===== src/rtl/downsampler_stream.sv =====
// 2^L x 2^L spatial downsampler (decimate or box-average) for the camera pixel
// stream, with a first-word-fall-through output FIFO and ready/valid backpressure.
module downsampler_stream #(
    parameter int DATA_W      = 8,
    parameter int LINE_W      = 640,
    parameter int FRAME_H     = 480,
    parameter int FACTOR_LOG2 = 1,
    parameter int MODE        = 0,
    parameter int FIFO_DEPTH  = 16
) (
    input  logic                         clock,
    input  logic                         reset,
    input  logic                         valid_in,
    input  logic                         sof_in,
    input  logic [DATA_W-1:0]            data_in,
    output logic [DATA_W-1:0]            data_out,
    output logic                         valid_out,
    input  logic                         ready_out,
    output logic                         eol_out,
    output logic                         eof_out,
    output logic                         overflow,
    output logic [$clog2(FIFO_DEPTH):0]  fifo_count
);

    localparam int F      = 1 << FACTOR_LOG2;
    localparam int OXN    = LINE_W / F;
    localparam int OYN    = FRAME_H / F;
    localparam int COL_W  = (LINE_W > 1) ? $clog2(LINE_W) : 1;
    localparam int ROW_W  = (FRAME_H > 1) ? $clog2(FRAME_H) : 1;
    localparam int OX_W   = (OXN > 1) ? $clog2(OXN) : 1;
    localparam int OY_W   = (OYN > 1) ? $clog2(OYN) : 1;
    localparam int SUM_W  = DATA_W + 2 * FACTOR_LOG2;
    localparam int PTR_W  = $clog2(FIFO_DEPTH);
    localparam int CNT_W  = PTR_W + 1;
    localparam int WORD_W = DATA_W + 2;

    logic [COL_W-1:0]       col, col_e;
    logic [ROW_W-1:0]       row, row_e;
    logic [FACTOR_LOG2-1:0] cx, ry;
    logic [OX_W-1:0]        ox;
    logic [OY_W-1:0]        oy;
    logic                   cx_first, cx_last, ry_first, ry_last;
    logic                   eol_c, eof_c;
    logic [SUM_W-1:0]       hsum, hsum_next;

    logic                   s1_valid, s1_first, s1_last, s1_eol, s1_eof;
    logic [SUM_W-1:0]       s1_val;
    logic [OX_W-1:0]        s1_ox;
    logic [SUM_W-1:0]       total;
    logic [SUM_W-1:0]       line_mem [0:OXN-1];

    logic                   s2_valid;
    logic [WORD_W-1:0]      s2_word;

    logic [WORD_W-1:0]      fifo_mem [0:FIFO_DEPTH-1];
    logic [PTR_W-1:0]       rd_ptr, wr_ptr;
    logic [WORD_W-1:0]      head;
    logic                   push, pop, full, accept;

    // An accepted sof relocates this beat to (0,0), abandoning any partial block.
    always_comb begin
        col_e     = (valid_in && sof_in) ? '0 : col;
        row_e     = (valid_in && sof_in) ? '0 : row;
        cx        = col_e[FACTOR_LOG2-1:0];
        ry        = row_e[FACTOR_LOG2-1:0];
        ox        = OX_W'(col_e >> FACTOR_LOG2);
        oy        = OY_W'(row_e >> FACTOR_LOG2);
        cx_first  = (cx == '0);
        cx_last   = &cx;
        ry_first  = (ry == '0);
        ry_last   = &ry;
        eol_c     = (ox == OX_W'(OXN - 1));
        eof_c     = eol_c && (oy == OY_W'(OYN - 1));
        hsum_next = (cx_first ? '0 : hsum) + SUM_W'(data_in);
    end

    always_ff @(posedge clock or negedge reset) begin
        if (!reset) begin
            col <= '0;
            row <= '0;
        end else if (valid_in) begin
            if (col_e == COL_W'(LINE_W - 1)) begin
                col <= '0;
                row <= (row_e == ROW_W'(FRAME_H - 1)) ? '0 : row_e + ROW_W'(1);
            end else begin
                col <= col_e + COL_W'(1);
                row <= row_e;
            end
        end
    end

    // Decimate mode forwards the block's top-left pixel pre-shifted so the
    // common >>2L extraction at stage 2 returns it unchanged.
    always_ff @(posedge clock or negedge reset) begin
        if (!reset) begin
            s1_valid <= 1'b0;
        end else begin
            s1_valid <= valid_in && ((MODE == 0) ? (cx_first && ry_first) : cx_last);
        end
    end

    always_ff @(posedge clock) begin
        if (valid_in) begin
            hsum     <= hsum_next;
            s1_val   <= (MODE == 0) ? {data_in, {(2 * FACTOR_LOG2){1'b0}}} : hsum_next;
            s1_ox    <= ox;
            s1_first <= ry_first;
            s1_last  <= (MODE == 0) ? 1'b1 : ry_last;
            s1_eol   <= eol_c;
            s1_eof   <= eof_c;
        end
    end

    assign total = s1_first ? s1_val : (line_mem[s1_ox] + s1_val);

    always_ff @(posedge clock) begin
        if (s1_valid) begin
            line_mem[s1_ox] <= total;
        end
    end

    always_ff @(posedge clock or negedge reset) begin
        if (!reset) begin
            s2_valid <= 1'b0;
        end else begin
            s2_valid <= s1_valid && s1_last;
        end
    end

    always_ff @(posedge clock) begin
        if (s1_valid) begin
            s2_word <= {s1_eof, s1_eol, total[SUM_W-1:2*FACTOR_LOG2]};
        end
    end

    // A push into a full FIFO still lands when the head is popped in the same cycle.
    always_comb begin
        push   = s2_valid;
        pop    = valid_out && ready_out;
        full   = (fifo_count == CNT_W'(FIFO_DEPTH));
        accept = push && (!full || pop);
    end

    always_ff @(posedge clock or negedge reset) begin
        if (!reset) begin
            rd_ptr     <= '0;
            wr_ptr     <= '0;
            fifo_count <= '0;
            overflow   <= 1'b0;
        end else begin
            if (accept) begin
                wr_ptr <= wr_ptr + PTR_W'(1);
            end
            if (pop) begin
                rd_ptr <= rd_ptr + PTR_W'(1);
            end
            case ({accept, pop})
                2'b10:   fifo_count <= fifo_count + CNT_W'(1);
                2'b01:   fifo_count <= fifo_count - CNT_W'(1);
                default: fifo_count <= fifo_count;
            endcase
            if (push && !accept) begin
                overflow <= 1'b1;
            end else if (valid_in && sof_in) begin
                overflow <= 1'b0;
            end
        end
    end

    always_ff @(posedge clock) begin
        if (accept) begin
            fifo_mem[wr_ptr] <= s2_word;
        end
    end

    always_comb begin
        head      = fifo_mem[rd_ptr];
        valid_out = (fifo_count != '0);
        data_out  = valid_out ? head[DATA_W-1:0] : '0;
        eol_out   = valid_out && head[DATA_W];
        eof_out   = valid_out && head[DATA_W+1];
    end

endmodule


===== config.mk =====
export PLATFORM = sky130hd
export DESIGN_NAME = downsampler_stream
export DESIGN_NICKNAME = d
export VERILOG_FILES = /design/src/rtl/downsampler_stream.sv
export SDC_FILE = /design/constraint.sdc
export NUM_CORES = 2
export LEC_CHECK = 0
export ABC_AREA = 1
export CORE_MARGIN = 2
export CORE_UTILIZATION = 25
export DETAILED_ROUTE_END_ITERATION = 16
export PLACE_DENSITY_LB_ADDON = 0.05
export SYNTH_ARGS = -nofsm -noshare
export SYNTH_HDL_FRONTEND = slang
export SYNTH_SLANG_ARGS = --single-unit

===== constraint.sdc =====
create_clock -name clock -period 48.6 [get_ports clock]
set_input_delay 7.29 -clock clock [delete_from_list [all_inputs] [get_ports clock]]
set_output_delay 7.29 -clock clock [all_outputs]
set_load 0.01 [all_outputs]

==> metrics.md <==
| Metric | Value |
|---|---|
| Dpl ws | 38.04 ns |
| Leak pwr | 41.0 nW |
| CTS Buf Count | 341 |
| DR vias | 71.6k |
| GRT Util Overall | 0.172 |
| Count leader, synth | edfxtp_1 |
| Crit Path Class | reg2out |
| Seq/Total Area, Yosys | 0.746 |
| Worst VDD drop | 28.5 uV |
| RSZ-0062 raised after global routing | false |
| CTS-repair resized insts | 0 |
| MaxCap Viol Count | 0 |
| Final setup vio count | 0 |
| Max_slew headroom | 0.160 |
| Clock sinks | 2794 |
| Setup_tns | 0 ns |
| Antenna viol nets, final | 0 |
| First-pass GRT wire length | 565000 microns |
| Fin util | 0.289 |
| Synth cell types | 40 |
| CTS tree | built |
| Async S/R FF share, synth | 0.0125 |
| Reg clk slew, reported paths | 0.06 ns |
| Die footprint | 0.454 sq mm |
| Area after DPL | between 0.1 and 0.15 sq mm |
| Placed insts | 14.4k |
| Crit start category | flip-flop |
| Post-synth top cells | edfxtp_1, nor2_1, o21ai_0 |
| Total power draw | 6.49 mW |
| Cell Area, Synth | ~0.11 sq mm |
| Hold Buf Count CTS | 0 |
| Avg Inst Size Synth | 12.6 sq um |
| Worst skew pair latency | 0.95 ns |
| Pre-antenna DRT Iters | 5 |
| Pwr dens | just over 50 mW/mm^2 |
| Crit path from | rd_ptr[0]$_DFFE_PN0N_ |
| Main flop type after synthesis | edfxtp_1 |
| Hold Violations, Final | 0 |
| Core box area | 0.446 sq mm |
| Syn_nets | 8957 |
| FP Rows | 245 |
| Pin slew with the least headroom to its limit | roughly 1.3 ns |
| Post-synth EDFFs | roughly 2.8k |
| Synth area leaders | edfxtp_1, o21ai_0, nor2_1, o22ai_1, nand3_1 |
| H-tree depth | 5 |
| CP Data Required Time | 41.31 ns |
| Syn-to-layout area delta | 15.1% |
| Fin crit period | around 12 ns |
| Synth top area share | 0.737 |
| Die height | about 670 microns |
| Worst hold path startpoint | s1_eol$_DFFE_PP_ |
| Layout cells sized above 1 | 0.0737 |
| Iter 0 DRT Violations | between 5k and 6k |
| CP Capture Type | output port |
| Finished Cell Area | 0.129 sq mm |
| Worst EP arrival | 4.27 ns |
| I/O Buffers | 29 |
| Initial Util | 0.251 |
| Synth area leader | edfxtp_1 |
| Nets | 8833 |
| WL/cell | roughly 27 microns |
| Gpl congestion | 0.750 |
| #FFs+latches synth | 2794 |
| Crit path max fanout | 83 |
| Status | completed |
| Fin. max-slew vios | 0 |
| Drt total wl | 401000 microns |
| Yosys warns | 0 |
| Non-filler cells, final | 15.0k |
| Cells after synthesis | 8924 |
| Final HPWL DP | 223000 microns |
| Tcrit/Tclk final | 0.238 |
| Hold slack | 0.427 ns |
| Post-CTS setup buffer count | 0 |
| Vias/cell | 4.77 |
| Type of the worst min-delay path | reg2reg |
| Total grt overflow | 0 |
| Initial antenna violation count | 17 |
| Die Wd | about 670 microns |
| CTS Buffer Depth | 4 |
| Fmax | 0.0865 GHz |
| Remaining DRCs | 0 |
| Setup Skew | 0.0523 ns |
| Final setup margin | 37.04 ns |
| Root Driver | clkbuf_16 |
| I/O pin count | 30 |
| Vias in the first global route | 70.9k |
| Largest net degree at the start of global routing | 172 |
where the power goes:
| part | internal [mW] | leakage, nW | switching [mW] |
|---|---|---|---|
| sequential | 2.82 | 25.3 | 0.0292 |
| combinational | 0.260 | 10.4 | 0.885 |
| clock | 1.44 | 5.25 | 1.05 |
| total | 4.53 | 41.0 | 1.97 |
cells in the final DEF, fill, tap and decap left out, types with 3 or more instances in the layout:
cell                n
o21ai_0          1285
clkinv_2           63
inv_1              88
dfxtp_1             3
edfxtp_1         2750
a21oi_1            26
o21ai_1            38
buf_4             134
nand4_1             4
inv_16              5
clkdlybuf4s50_1    27
xor2_1             14
o221ai_1           26
ha_1               18
inv_2               4
dfxtp_4             5
o31ai_1             3
dfrtp_1            34
clkbuf_1           82
clkinvlp_4          5
nor3_2              3
o22ai_1           621
buf_12             19
diode_2            13
o32ai_1             4
nor3_1             13
bufinv_16          22
nand3_1           746
clkinv_1           81
nor2_2              4
inv_6               9
nand2_4            19
nand2_1           856
o21ai_4             4
clkinv_8            6
clkbuf_8            3
o211ai_1            3
nor2_1           1679
clkbuf_16         350
inv_8               3
critical path: stages, from the launching register on:
cell	delay, ns
dfrtp_2	0.33
buf_4	0.60
clkinv_2	0.51
buf_4	0.44
o21ai_0	0.23
o22ai_1	0.08
o21ai_0	0.38
a21oi_1	0.17
clkdlybuf4s50_1	0.54
flip-flops by register name, summed over array words and instances (netlist names), named ones only:
signal / cells
s1_first: 1
row: 9
rd_ptr: 4
s1_val: 8
s2_word: 10
push: 1
s1_valid: 1
s1_eof: 1
fifo_count: 5
wr_ptr: 4
overflow: 1
line_mem: 2560
s1_eol: 1
col: 10
fifo_mem: 160
s1_ox: 9
metal layers:
metal / vias to the layer above / global-route usage / share of wire
met5: - / 0 / 0.00014
met1: 37081 / 0.244 / 0.47
met3: 485 / 0.0203 / 0.038
li1: 32528 / - / -
met4: 8 / 0.0416 / 0.024
met2: 1486 / 0.281 / 0.47
cell type report:
class                           instances  area, sq um
Antenna cell                           13         32.5
Clock buffer                          435         9110
Clock inverter                        189         1610
Fill cell                           45279       317000
Inverter                              100          407
Multi-Input combinational cell       5381        25100
Sequential cell                      2794        83700
Tap cell                             5928         7420
Timing Repair Buffer                  182         1670
cell families (layout without fill, tap and decap cells):
group | Yosys count | count (layout) | share of synthesized area
AND/OR/NAND/NOR | 3331 | 3331 | 0.120
flip-flops | 2794 | 2794 | 0.746
AO/OA/AOI/OAI | 2014 | 2014 | 0.0981
buffers and inverters | 749 | 906 | 0.0319
adder cells (fa/ha/maj) | 20 | 20 | 0.00237
XOR/XNOR | 16 | 16 | 0.00125
other | 0 | 13 | 0
worst paths after layout:
kind	slack, ns	depth (start not counted)	endpoint
max	37.04	8	data_out[3]
min reg2reg	0.43	0	s2_word[8]$_DFFE_PP_
min in group asynchronous	6.50	1	row[2]$_DFFE_PN0P_
min	0.43	0	s2_word[8]$_DFFE_PP_
max in group asynchronous	41.43	1	rd_ptr[0]$_DFFE_PN0N_
max reg2reg	38.88	29	line_mem[131][7]$_DFFE_PP_
Power figures use the tool's default switching activity.
